**src/rtl/pong_game_ctrl.sv**
```systemverilog
// Frame-rate game sequencer for the ping-pong display: serve/play/miss state machine,
// ball and paddle kinematics, score and lives, all updated once per frame_tick.
module pong_game_ctrl #(
    parameter int H_RES        = 640,
    parameter int V_RES        = 480,
    parameter int WALL_X       = 32,
    parameter int PADDLE_X     = 600,
    parameter int PADDLE_W     = 4,
    parameter int PADDLE_H     = 72,
    parameter int BALL_SIZE    = 8,
    parameter int PADDLE_STEP  = 4,
    parameter int BALL_STEP    = 2,
    parameter int LIVES        = 3,
    parameter int SERVE_FRAMES = 60
) (
    input  logic       clk,
    input  logic       rst_n,
    input  logic       frame_tick,
    input  logic       up_en,
    input  logic       down_en,
    output logic [9:0] ball_x,
    output logic [9:0] ball_y,
    output logic [9:0] paddle_y,
    output logic [6:0] score,
    output logic [2:0] lives,
    output logic [2:0] state,
    output logic       hit,
    output logic       miss
);

    typedef enum logic [2:0] {
        ST_IDLE  = 3'd0,
        ST_SERVE = 3'd1,
        ST_PLAY  = 3'd2,
        ST_MISS  = 3'd3,
        ST_OVER  = 3'd4
    } state_t;

    localparam int CNT_W = $clog2(SERVE_FRAMES + 1);

    localparam logic signed [10:0] X_MAX_S    = 11'(H_RES - BALL_SIZE);
    localparam logic signed [10:0] Y_MAX_S    = 11'(V_RES - BALL_SIZE);
    localparam logic signed [10:0] PAD_MAX_S  = 11'(V_RES - PADDLE_H);
    localparam logic signed [10:0] BS_S       = 11'(BALL_SIZE);
    localparam logic signed [10:0] BSTEP_S    = 11'(BALL_STEP);
    localparam logic signed [10:0] PSTEP_S    = 11'(PADDLE_STEP);
    localparam logic signed [10:0] PAD_X_S    = 11'(PADDLE_X);
    localparam logic signed [10:0] PAD_X_HI_S = 11'(PADDLE_X + PADDLE_W + BALL_STEP);
    localparam logic signed [10:0] PAD_H_S    = 11'(PADDLE_H);
    localparam logic signed [10:0] WALL_HI_S  = 11'(WALL_X + BALL_STEP);
    localparam logic signed [10:0] BOT_S      = 11'(V_RES - BALL_SIZE - BALL_STEP);

    localparam logic [9:0]       BALL_X0    = 10'((H_RES - BALL_SIZE) / 2);
    localparam logic [9:0]       BALL_Y0    = 10'((V_RES - BALL_SIZE) / 2);
    localparam logic [9:0]       PADDLE_Y0  = 10'((V_RES - PADDLE_H) / 2);
    localparam logic [2:0]       LIVES_INIT = 3'(LIVES);
    localparam logic [CNT_W-1:0] SERVE_LOAD = CNT_W'(SERVE_FRAMES);
    localparam logic [6:0]       SCORE_MAX  = 7'd99;

    state_t           state_r;
    logic [9:0]       ball_x_r;
    logic [9:0]       ball_y_r;
    logic [9:0]       paddle_y_r;
    logic [6:0]       score_r;
    logic [2:0]       lives_r;
    logic             dx_pos_r;
    logic             dy_pos_r;
    logic             hit_r;
    logic             miss_r;
    logic             any_prev_r;
    logic [CNT_W-1:0] serve_cnt_r;

    logic signed [10:0] bx_s;
    logic signed [10:0] by_s;
    logic signed [10:0] pad_s;
    logic [9:0]         pad_next_s;
    logic [9:0]         bx_next_s;
    logic [9:0]         by_next_s;
    logic               dx_next_s;
    logic               dy_next_s;
    logic               edge_miss_s;
    logic               paddle_hit_s;
    logic               press_s;

    // Saturate a signed intermediate into [0, hi] so registered coordinates never wrap.
    function automatic logic [9:0] clamp10(input logic signed [10:0] v, input logic signed [10:0] hi);
        logic [9:0] r;
        if (v < 11'sd0) begin
            r = 10'd0;
        end else if (v > hi) begin
            r = hi[9:0];
        end else begin
            r = v[9:0];
        end
        return r;
    endfunction

    // Next-frame kinematics, collision tests and press detection from the current registers.
    always_comb begin
        bx_s  = signed'({1'b0, ball_x_r});
        by_s  = signed'({1'b0, ball_y_r});
        pad_s = signed'({1'b0, paddle_y_r});

        if (up_en && !down_en) begin
            pad_next_s = clamp10(pad_s - PSTEP_S, PAD_MAX_S);
        end else if (down_en && !up_en) begin
            pad_next_s = clamp10(pad_s + PSTEP_S, PAD_MAX_S);
        end else begin
            pad_next_s = paddle_y_r;
        end

        edge_miss_s  = (bx_s >= X_MAX_S);
        paddle_hit_s = dx_pos_r
                    && (bx_s + BS_S >= PAD_X_S)
                    && (bx_s + BS_S <= PAD_X_HI_S)
                    && (by_s + BS_S > pad_s)
                    && (by_s < pad_s + PAD_H_S);

        if (paddle_hit_s) begin
            dx_next_s = 1'b0;
        end else if (!dx_pos_r && (bx_s <= WALL_HI_S)) begin
            dx_next_s = 1'b1;
        end else begin
            dx_next_s = dx_pos_r;
        end

        if (!dy_pos_r && (by_s <= BSTEP_S)) begin
            dy_next_s = 1'b1;
        end else if (dy_pos_r && (by_s >= BOT_S)) begin
            dy_next_s = 1'b0;
        end else begin
            dy_next_s = dy_pos_r;
        end

        bx_next_s = clamp10(dx_next_s ? (bx_s + BSTEP_S) : (bx_s - BSTEP_S), X_MAX_S);
        by_next_s = clamp10(dy_next_s ? (by_s + BSTEP_S) : (by_s - BSTEP_S), Y_MAX_S);

        press_s = (up_en || down_en) && !any_prev_r;
    end

    // Game state machine; everything advances only on frame_tick, hit/miss are single-cycle strobes.
    always_ff @(posedge clk or negedge rst_n) begin
        if (!rst_n) begin
            state_r     <= ST_IDLE;
            ball_x_r    <= BALL_X0;
            ball_y_r    <= BALL_Y0;
            paddle_y_r  <= PADDLE_Y0;
            score_r     <= 7'd0;
            lives_r     <= LIVES_INIT;
            dx_pos_r    <= 1'b0;
            dy_pos_r    <= 1'b1;
            hit_r       <= 1'b0;
            miss_r      <= 1'b0;
            any_prev_r  <= 1'b0;
            serve_cnt_r <= '0;
        end else begin
            hit_r  <= 1'b0;
            miss_r <= 1'b0;
            if (frame_tick) begin
                any_prev_r <= up_en || down_en;
                case (state_r)
                    ST_IDLE: begin
                        ball_x_r   <= BALL_X0;
                        ball_y_r   <= BALL_Y0;
                        paddle_y_r <= PADDLE_Y0;
                        dx_pos_r   <= 1'b0;
                        dy_pos_r   <= 1'b1;
                        if (press_s) begin
                            state_r     <= ST_SERVE;
                            score_r     <= 7'd0;
                            lives_r     <= LIVES_INIT;
                            serve_cnt_r <= SERVE_LOAD;
                        end
                    end
                    ST_SERVE: begin
                        paddle_y_r <= pad_next_s;
                        ball_x_r   <= BALL_X0;
                        ball_y_r   <= BALL_Y0;
                        dx_pos_r   <= 1'b0;
                        dy_pos_r   <= 1'b1;
                        if (serve_cnt_r <= CNT_W'(1)) begin
                            state_r     <= ST_PLAY;
                            serve_cnt_r <= '0;
                        end else begin
                            serve_cnt_r <= serve_cnt_r - CNT_W'(1);
                        end
                    end
                    ST_PLAY: begin
                        paddle_y_r <= pad_next_s;
                        if (edge_miss_s) begin
                            state_r <= ST_MISS;
                            miss_r  <= 1'b1;
                        end else begin
                            ball_x_r <= bx_next_s;
                            ball_y_r <= by_next_s;
                            dx_pos_r <= dx_next_s;
                            dy_pos_r <= dy_next_s;
                            if (paddle_hit_s) begin
                                hit_r <= 1'b1;
                                if (score_r < SCORE_MAX) begin
                                    score_r <= score_r + 7'd1;
                                end
                            end
                        end
                    end
                    ST_MISS: begin
                        if (lives_r <= 3'd1) begin
                            lives_r <= 3'd0;
                            state_r <= ST_OVER;
                        end else begin
                            lives_r     <= lives_r - 3'd1;
                            state_r     <= ST_SERVE;
                            ball_x_r    <= BALL_X0;
                            ball_y_r    <= BALL_Y0;
                            dx_pos_r    <= 1'b0;
                            dy_pos_r    <= 1'b1;
                            serve_cnt_r <= SERVE_LOAD;
                        end
                    end
                    ST_OVER: begin
                        if (press_s) begin
                            state_r    <= ST_IDLE;
                            ball_x_r   <= BALL_X0;
                            ball_y_r   <= BALL_Y0;
                            paddle_y_r <= PADDLE_Y0;
                        end
                    end
                    default: begin
                        state_r <= ST_IDLE;
                    end
                endcase
            end
        end
    end

    assign ball_x   = ball_x_r;
    assign ball_y   = ball_y_r;
    assign paddle_y = paddle_y_r;
    assign score    = score_r;
    assign lives    = lives_r;
    assign state    = state_r;
    assign hit      = hit_r;
    assign miss     = miss_r;

endmodule
```
**config.mk**
```make
export PLATFORM = sky130hd
export DESIGN_NAME = pong_game_ctrl
export DESIGN_NICKNAME = d
export VERILOG_FILES = /design/src/rtl/pong_game_ctrl.sv
export SDC_FILE = /design/constraint.sdc
export NUM_CORES = 1
export LEC_CHECK = 0
export ABC_AREA = 1
export CAP_MARGIN = 40
export CORE_MARGIN = 3
export CORE_UTILIZATION = 41
export DETAILED_ROUTE_END_ITERATION = 8
export SKIP_LAST_GASP = 1
export SLEW_MARGIN = 20
export SYNTH_ARGS = -nofsm -noshare
export SYNTH_HDL_FRONTEND = slang
export SYNTH_SLANG_ARGS = --single-unit
```
**constraint.sdc**
```tcl
create_clock -name clk -period 4.99 [get_ports clk]
set_clock_uncertainty 0.05 [all_clocks]
set_input_delay 0.998 -clock clk [delete_from_list [all_inputs] [get_ports clk]]
set_output_delay 0.998 -clock clk [all_outputs]
set_load 0.02 [all_outputs]
```
==> results of run 1 <==
flip-flops by register name (all words and copies together) (netlist names):
register / cells
state: 3
miss: 1
dy_pos_r: 1
hit: 1
ball_x: 9
serve_cnt_r: 6
score: 7
any_prev_r: 1
paddle_y: 8
lives: 3
dx_pos_r: 1
ball_y: 9
area by class of cell:
cell class / count / area (µm²) / share of cell area [%]
inverter: 114 / 428 / 7.90
timing repair buffer: 46 / 453 / 8.36
tap: 140 / 175 / 3.23
sequential: 50 / 1270 / 23.5
clock inverter: 2 / 17.5 / 0.323
clock buffer: 6 / 129 / 2.38
multi-input combinational: 499 / 2940 / 54.3
metal layers:
layer | part of all wire [%] | routed length [µm] | vias up | global-route usage [%]
met3 | 4.6 | 534 | 14 | 2.18
met1 | 48 | 5560 | 1995 | 26.1
met5 | 0 | 0 | - | 0
met4 | 0.94 | 108 | 0 | 4.41
met2 | 46 | 5290 | 124 | 30.0
li1 | - | - | 2268 | -
logic make-up (layout without fill, tap and decap cells):
family,after synthesis,count (layout)
other,1,4
buffers and inverters,127,168
and+or+nand+nor,310,310
xor gates and xnor gates,35,35
DFF,50,50
adders and majority gates,42,42
AOI/OAI and AO/OA,108,108
per-stage QoR:
step	setup WS, ps	utilization [%]	power [mW]	instances	instance area [µm²]
after floorplan	1180	-	2.42	676	4750
after global placement	766	47.6	3.01	849	5270
after detailed placement	638	47.6	3.03	849	5270
after CTS	604	48.9	3.39	857	5420
after global routing	83.1	48.9	3.74	857	5420
final	653	48.9	3.38	857	5420
worst max-delay path: stages (launching register included):
cell     delay (ps)
dfstp_2         620
ha_1            260
nand2_1          90
nand2_1         120
nand2_1          70
xor2_1          150
ha_1            190
nor3_1          170
nand3_1          80
nor2_1          100
nand3_1          80
nor2_1          130
nand2_2         130
nand2_2         240
inv_1            90
fa_1            430
o21ai_0         300
nand4_1         120
nand3_1         110
xor2_1          220
inv_1           110
nand4_2         160
nand2_1          70
nand2_1          60
nand2_1          40
layout by cell type (no fill, tap or decap), types with 2 or more instances in the layout:
master / Yosys / final
conb_1: 1 / 4
nand2_2: 12 / 12
a22oi_1: 6 / 6
nor3_2: 3 / 3
xor2_1: 28 / 28
a31oi_1: 4 / 4
o21bai_1: 3 / 3
nand3_2: 5 / 5
inv_1: 100 / 100
nor2_2: 3 / 3
inv_2: 13 / 13
nor2_1: 64 / 64
o21ai_1: 8 / 8
clkbuf_16: 0 / 5
nand2_1: 142 / 142
a21oi_2: 2 / 2
clkdlybuf4s50_1: 0 / 44
o211ai_1: 3 / 3
nor3_1: 6 / 6
nand4_1: 14 / 14
o21ai_0: 34 / 34
o2111ai_1: 3 / 3
xnor2_1: 7 / 7
nor2_8: 2 / 2
o22ai_1: 5 / 5
dfstp_2: 17 / 17
a21oi_1: 31 / 31
nand3_1: 51 / 51
dfrtp_1: 33 / 33
nor2_4: 2 / 2
ha_1: 41 / 41
worst paths after layout:
check	end	slack, ps	cells past startpoint
setup / recovery	ball_x[6]	650	24
hold / removal	any_prev_r	450	2
setup reg to reg	ball_x[6]	650	24
hold reg to reg	any_prev_r	450	2
max in group asynchronous	paddle_y[5]	3650	2
min in group asynchronous	ball_y[1]	770	2
where the power goes:
group          internal, mW  total (mW)  switching [mW]
sequential            0.578       0.797           0.219
combinational         0.853        2.24            1.38
clock                 0.189       0.344           0.155
total                  1.62        3.38            1.76
==> results by group, run 1 <==
Synthesis
  – Synth Instances: roughly 670
  – Dominant cells by area after synthesis: dfrtp_1 17%, nand2_1 11%, ha_1 11%
  – Synth warnings: 0
  – Avg Cell Area, Syn: a little over 7 µm²
  – Compound-cell area share of the yosys netlist: 13.6%
  – Main combinational cell family by area after synthesis: simple AND/OR/NAND/NOR gates
  – Simple-gate share of the synthesized area: 30.5%
  – Yosys top cell by area: dfrtp_1
  – Adder-cell share of the synthesized area: a little under an eighth
  – Asr flop ratio synth: 100%
  – Top cell type's share of synthesized area: between 15 and 20%
  – Post-synthesis sequential area ratio: a little over a quarter
  – Mux share of post-synthesis cell area: 0%
  – Seq cells post-synth: 50
  – Predominant post-synthesis flop cell: dfrtp_1
  – Most frequent cell after synthesis: nand2_1
  – Number of synthesized flops with an enable pin: 0
  – Count of cell types in the netlist: 49
  – Mapped Area: around 4700 µm²
  – XOR/XNOR share of the synthesized area: 6.47%
  – Most frequent cells after synthesis: 142 x nand2_1, 100 x inv_1, 64 x nor2_1, 51 x nand3_1, 41 x ha_1

Worst setup path
  – Crit Path Category: flip-flop to flip-flop
  – FF-to-FF Start: paddle_y[3]
  – CP Launch Point: paddle_y[3]
  – CP startpoint kind: flip-flop
  – Worst setup EP type: flip-flop
  – CP max FO: 13
  – Worst Path Arrival: 4470 ps
  – WP data required: 5120 ps

GRT
  – Pin count of the biggest net entering global routing: approximately 50
  – Total global-route track usage: between 15 and 20%
  – Gr ovfl total: 0
  – Global-route wire length before repair: between 15000 and 20000 µm
  – Initial antenna violation count: 0
  – Vias in the first global route: around 4300

Detailed routing
  – Drt first pass iters: 5
  – Drt wl/cell: 13.4 µm
  – Initial drt markers: around 270
  – Via Count: roughly 4400
  – Residual DRC: 0
  – Routed vias/inst: 5.14
  – Remaining antenna violation count: 0
  – Drt total wl: 11500 µm

Layout
  – Final-layout fill cell count: between 1000 and 1500
  – Syn-to-layout area delta: 14.3%
  – Layout Nets: between 700 and 800
  – Share of cells above drive strength 1: a little over a tenth
  – ANT cells: 0

Pwr
  – Pwr dens: a little over 600 nW/µm²
  – Maximum VDD drop: 0.291 mV
  – Static leakage: approximately 2.7 nW

Floorplanning
  – Core area: 11100 µm²
  – Die height: around 110 µm
  – Die width: ~110 µm
  – I/O pin cnt: 50
  – Cell Rows: 38
  – Die area: around 13000 µm²
  – Initial core utilization: 42.7%

STA
  – Final Hold Viols: 0
  – Final Max Slew Viols: 0
  – Final setup TNS: 0 ps
  – Min cycle time layout: 4340 ps
  – Headroom to the max-slew limit: a little over half
  – Fin Hold WS: ~450 ps
  – Highest Clock Rate: ~230 MHz
  – Finish-stage setup viols: 0
  – Worst-margin pin slew: 701 ps
  – Final Cycle Share: 86.9%
  – Unrepaired setup endpoints after global routing: false

Hold path
  – Worst Min Path Start: any_prev_r
  – Worst min-delay path category: flip-flop to flip-flop

Clock tree
  – Root buffer cell: clkbuf_16
  – Clock transition at the registers of the reported paths: ~70 ps
  – TritonCTS buffer count: 5
  – Hold-fix buffers at CTS: 0
  – Resize count post-CTS: 0
  – Post CTS Setup Buffer Count: 0
  – CTS H-tree depth: 2
  – Worst skew pair latency: a little under 300 ps
  – CTS tree: yes
  – CTS sink cnt: 50
  – Clock Tree Buf Depth: 2

Outcome
  – Status: finished clean

Placed design
  – PortBufs: 45
  – HPWL after DPL: between 8000 and 9000 µm
  – Routability cong.: around 0.90

Job
  – Max Cap Violations: 0
Power figures use the tool's default switching activity.
==> inputs of run 2 (changes only) <==
- CORE_UTILIZATION: 41 -> 35
- SLEW_MARGIN: 20 -> 0
==> run 2 against run 1 <==
- clock power rose by 20%
- total power is 2.6% higher
- sequential power hardly changed
- sequential share of layout area decreased by 0.28 points
- via count is 1.3% higher
- critical path depth is 1 higher
- sequential cell count did not move
- combinational power about the same
- count of clock-buffer cells in the layout up 1
- worst hold slack better by 4.3 ps
- global-route usage fell by 1.5 points
- die area grew 16%
- largest cell class unchanged
==> results by group, run 2 (synthesis gave the netlist of run 1 again) <==
STA
  – Final setup TNS: 0 ps (unchanged)
  – Final Max Slew Viols: 0 (unchanged)
  – Unrepaired setup endpoints after global routing: false
  – Worst-margin pin slew: 682 ps (-18.4 ps)
  – Final Hold Viols: 0 (unchanged)
  – Highest Clock Rate: 231 MHz (about the same)
  – Headroom to the max-slew limit: 54.3% (+1.2 points)
  – Final Cycle Share: 86.9% (about the same)
  – Finish-stage setup viols: 0 (unchanged)
  – Min cycle time layout: 4330 ps (-1.74 ps)

Worst setup path
  – Reg-to-Reg End: ball_x[2]
  – Slowest Stage Delay on Critical Path: 630 ps (about the same)
  – Worst Path Arrival: 4510 ps (+40 ps)
  – R2r setup slk: 660 ps (about the same)
  – CP startpoint kind: flip-flop
  – Crit Path Category: flip-flop to flip-flop
  – Slowest-stage cell, CP: dfstp_2
  – FF-to-FF Start: ball_y[3]
  – Worst setup EP type: flip-flop
  – Most used cell, CP: nand2_1
  – CP max FO: 13 (unchanged)
  – Buf+Inv Stages, Crit Path: 3 (+1)
  – Critical path's top delay family: simple AND/OR/NAND/NOR gates
  – R2R depth: 25 (+4.2%)
  – WP data required: 5170 ps (+50 ps)

Layout
  – Final-layout fill cell count: 1326 (+19%)
  – Non-Filler Instances: 889 (+3.7%)
  – Syn-to-layout area delta: 15.7%
  – Share of cells above drive strength 1: 10.6% (unchanged)
  – Commonest non-fill, non-tap cell in the layout: nand2_1
  – Commonest cells after routing, fill and taps aside: 142 x nand2_1, 100 x inv_1, 64 x nor2_1
  – Layout Nets: 763 (unchanged)
  – ANT cells: 0 (unchanged)

GRT
  – Vias in the first global route: 4295 (+0.40%)
  – Pin count of the biggest net entering global routing: 51 (unchanged)
  – GRT met3 Usage: 2.76% (+0.59 points)
  – Global-route wire length before repair: 20700 µm (+3.9%)
  – Initial antenna violation count: 0 (unchanged)
  – Met2 Use GR: 27.8% (-2.2 points)
  – Grt peak-use layer: met2
  – Gr ovfl total: 0 (unchanged)
  – Total global-route track usage: 16.9% (-1.5 points)
  – Met1 usage: 23.6% (-2.5 points)

Detailed routing
  – Drt wl/cell: 13.7 µm (+2.0%)
  – Drt first pass iters: 5 (unchanged)
  – Routed vias/inst: 5.01 (-2.4%)
  – Initial drt markers: 332 (+25%)
  – Remaining antenna violation count: 0 (unchanged)
  – Via Count: 4457 (+1.3%)
  – Drt total wl: 12200 µm (+5.9%)
  – Residual DRC: 0 (unchanged)

Clock tree
  – Root buffer cell: clkbuf_16
  – CTS H-tree depth: 2 (unchanged)
  – Post CTS Setup Buffer Count: 0 (unchanged)
  – TritonCTS buffer count: 5 (unchanged)
  – Clock Tree Buf Depth: 2 (unchanged)
  – Resize count post-CTS: 0 (unchanged)
  – Worst skew pair latency: 300 ps (about the same)
  – Clock transition at the registers of the reported paths: 70 ps (about the same)
  – Hold-fix buffers at CTS: 0 (unchanged)
  – CTS sink cnt: 50 (unchanged)
  – CTS tree: yes

Floorplanning
  – Initial core utilization: 36.6% (-6.1 points)
  – Die area: 15000 µm² (+16%)
  – Cell Rows: 41 (+7.9%)
  – Core area: 12900 µm² (+17%)
  – Die width: 122 µm (+7.8%)
  – I/O pin cnt: 50 (unchanged)
  – Die height: 122 µm (+7.8%)

Pwr
  – Pwr dens: 632 nW/µm² (+1.4%)
  – Static leakage: 2.73 nW (+0.47%)
  – Maximum VDD drop: 0.238 mV (-18%)

Placed design
  – Placed Instances: 881 (+3.8%)
  – HPWL after DPL: 9450 µm (+5.0%)
  – Routability cong.: 0.937 (+3.9%)
  – PortBufs: 45 (unchanged)

Job
  – Max Cap Violations: 0 (unchanged)

Hold path
  – Hold path depth: 2 (unchanged)
  – Worst min-delay path category: flip-flop to flip-flop
  – Worst Hold End: dy_pos_r
  – Worst Min Path Start: dy_pos_r

Outcome
  – Status: finished clean
## run 2: cell count changes in the layout (fill, tap and decap cells not counted)
| cell | delta |
|---|---|
| clkbuf_8 | +1 |
| clkinv_4 | -1 |
| bufinv_16 | +1 |
| inv_6 | -1 |
## run 2: final cells by class
class,count,area [µm²],area share [%]
Clock buffer,7,143,2.60
Clock inverter,1,30.0,0.548
Timing Repair Buffer,46,453,8.26
Inverter,114,428,7.81
Multi-Input combinational cell,499,2940,53.6
Tap cell,172,215,3.93
Sequential cell,50,1270,23.2
## run 2: report_power, final
group,leakage (nW),internal [mW],switching [mW]
Clock,0.0841,0.251,0.161
Sequential,0.603,0.578,0.220
Combinational,2.05,0.854,1.40
## run 2: worst max path at each step
stage                start   endpoint  slack (ps)  depth (start not counted)
4_1_cts        paddle_y[3]  ball_x[6]         660                         24
2_1_floorplan    ball_y[3]  ball_x[6]        1180                         25
3_5_place_dp   paddle_y[3]  ball_x[2]         670                         23
6_report         ball_y[3]  ball_x[2]         660                         25
3_3_place_gp   paddle_y[3]  ball_x[6]         740                         24
5_1_grt          ball_y[3]  ball_x[7]         110                         28
## run 2: tightest hold or removal path: stages, from the launching register on
cell and delay, ps:
dfstp_2 370, nor2_1 90, a21oi_1 50
## run 2: per-layer routing
metal  share of wire, %  wire (µm)
met1                 48       5800
met2                 47       5670
met3                4.6        556
met4                1.1        131
met5                  0          0
## run 2: metrics by stage
| step | area, µm² | total power [mW] | setup slack, ps | utilization, % | hold slack, ps |
|---|---|---|---|---|---|
| final | 5480 | 3.46 | 655 | 42.4 | 455 |
| after global placement | 5310 | 3.03 | 739 | 41.1 | 421 |
| after global routing | 5480 | 3.84 | 105 | 42.4 | 464 |
| after detailed placement | 5310 | 3.05 | 665 | 41.1 | 433 |
| after CTS | 5480 | 3.48 | 656 | 42.4 | 456 |
| after floorplan | 4750 | 2.42 | 1180 | - | 404 |
==> patch, RTL diff (config.mk and constraints of run 2) <==
The parameter `H_RES` goes from 640 to 480.
--- a/src/rtl/pong_game_ctrl.sv
+++ b/src/rtl/pong_game_ctrl.sv
@@ -2,5 +2,5 @@
 // ball and paddle kinematics, score and lives, all updated once per frame_tick.
 module pong_game_ctrl #(
-    parameter int H_RES        = 640,
+    parameter int H_RES        = 480,
     parameter int V_RES        = 480,
     parameter int WALL_X       = 32,
Behaviour: not the same (Yosys sat finds a counterexample within 4 cycles, from zero or initial values and one cycle with rst_n low).
==> patch against run 2 <==
  * Area after synthesis shrank 5.2%
  * Sequential share of layout area grew 0.94 points
  * Wire length shrank 5.8%
  * Power shrank 27%
  * Sequential cell count is the same
  * Cell count shrank 1.9%
  * Combinational power shrank 35%
  * Cell area shrank 3.9%
  * Setup slack gained 65 ps
  * Critical path type unchanged
  * Largest cell class unchanged
  * Largest power group unchanged
==> patch: results (changes against run 2) <==
| Metric | Value |
|---|---|
| PortBufs | 45 (unchanged) |
| Worst Max-Slew Pin Slew | 918 ps (+235 ps) |
| Seq/Total Area, Yosys | 28.4% (+1.5 points) |
| Placed cell area | 0.00510 mm2 (-3.9%) |
| Comb group | 1.46 mW (-35%) |
| Top post-synthesis cells by area | dfrtp_1 (18%), nand2_1 (15%), ha_1 (11%) |
| Dpl cells | 864 (-1.9%) |
| Netlist cell types | 45 (-8.2%) |
| Share of layout cells above drive strength 1 | 8.38% (-2.2 points) |
| Dpl hpwl | 8850 um (-6.3%) |
| Vias in the first global route | 4,056 (-5.6%) |
| Largest net degree at the start of global routing | 36 (-29%) |
| HP Start | score[2] |
| Final WL | 11,500 um (-5.8%) |
| Ys flop type | dfrtp_1 |
| Worst EP arrival | 4440 ps (-70 ps) |
| Sw Pwr | 1.22 mW (-32%) |
| Non-Filler Instances | 872 (-1.9%) |
| Place WS | 760 ps (+94.4 ps) |
| Tot GR Track Use | 16.4% (-0.51 points) |
| Status | completed |
| 1st-pass router iterations | 5 (unchanged) |
| Syn Area/Cell | 6.83 um2 (-2.9%) |
| Fmax | 234 MHz (+1.5%) |
| Final instance area | 0.00527 mm2 (-3.9%) |
| Crit-path max FO | 11 (-2) |
| DRT met1 WL | 5400 um (-6.9%) |
| Min-Delay Path Class | register to register |
| Fillers | 1,277 (-3.7%) |
| Vias/cell | 4.86 (-3.1%) |
| Max Used Layer | met4 |
| Clock Latency Late Sink | 290 ps |
| Met3 routed WL | 612 um (+10%) |
| Commonest cells in the netlist | nand2_1 (178), inv_1 (106), nor2_1 (61) |
| First-pass GRT wire length | 19,500 um (-5.8%) |
| Yosys warnings | 0 (unchanged) |
| DRT iter0 DRCs | 283 (-15%) |
| Pleak | 2.70 nW (-1.2%) |
| Worst setup startpoint | ball_y[3] |
| Met2 routed WL | 5350 um (-5.7%) |
| R2R setup slack | 720 ps (+70 ps) |
| RePlAce Congestion | 0.860 (-8.2%) |
| Root buffer selected by CTS | clkbuf_16 |
| Max H-tree Level | 2 (unchanged) |
| Final nets | 748 (-2.0%) |
| Reg power frac | 26.1% (+3.1 points) |
| Max IR drop VDD | 320 uV (+35%) |
| Clock-pin slew on the worst setup and hold paths | 70 ps (about the same) |
[patch: cell families after synthesis]
kind of cell,count (synthesis),synth area share [%]
flops,50,28.4
buf+inv,125,11.1
mux,1,0.251
compound gates,77,9.70
xor+xnor,30,5.85
fa+ha+maj,40,11.3
other cells,1,0.0836
simple gates,333,33.3
[patch: area by class of cell]
type,instances,share of cell area (%)
Inverter,114,8.22
Tap cell,168,3.99
Clock buffer,5,2.37
Sequential cell,50,24.2
Timing Repair Buffer,46,8.60
Multi-Input combinational cell,486,51.8
Clock inverter,3,0.831
[patch: worst max-delay path, stage by stage, from the launching register on]
cell and delay [ps]:
dfstp_2 650, ha_1 230, nand2_1 80, nor2_1 170, xor2_1 170, inv_1 60
ha_1 260, nand2_1 60, inv_1 50, nand3b_1 70, nand2_1 50, nor3_1 160
nand3_1 160, nand2_2 260, inv_1 100, fa_1 410, inv_1 110, nand3_1 70
nand2_1 120, nand4_1 90, nand2_1 90, xor2_1 200, inv_1 80, o21ai_0 90
nand3_1 90, nand2_1 100, nor2_1 60, nor2_1 90
[patch: through the flow]
stage	hold slack (ps)	total power, mW
after floorplan	404	1.70
after global placement	399	2.10
after detailed placement	402	2.12
after CTS	420	2.54
after global routing	456	2.79
final	417	2.53
[patch: metal layers]
metal  global-route usage (%)  up-vias
li1                         -     2175
met1                     22.2     1937
met2                     27.6      119
met3                     3.04        7
met4                     2.82        0
met5                        0        -
[patch: path summary, 6_finish.rpt]
kind                                  end  cells after the start
worst min register to register   score[2]                      2
min in group asynchronous       ball_x[1]                      1
worst min-delay path             score[2]                      2
worst max register to register  ball_x[6]                     27
max in group asynchronous       ball_x[6]                      2
worst max-delay path            ball_x[6]                     27
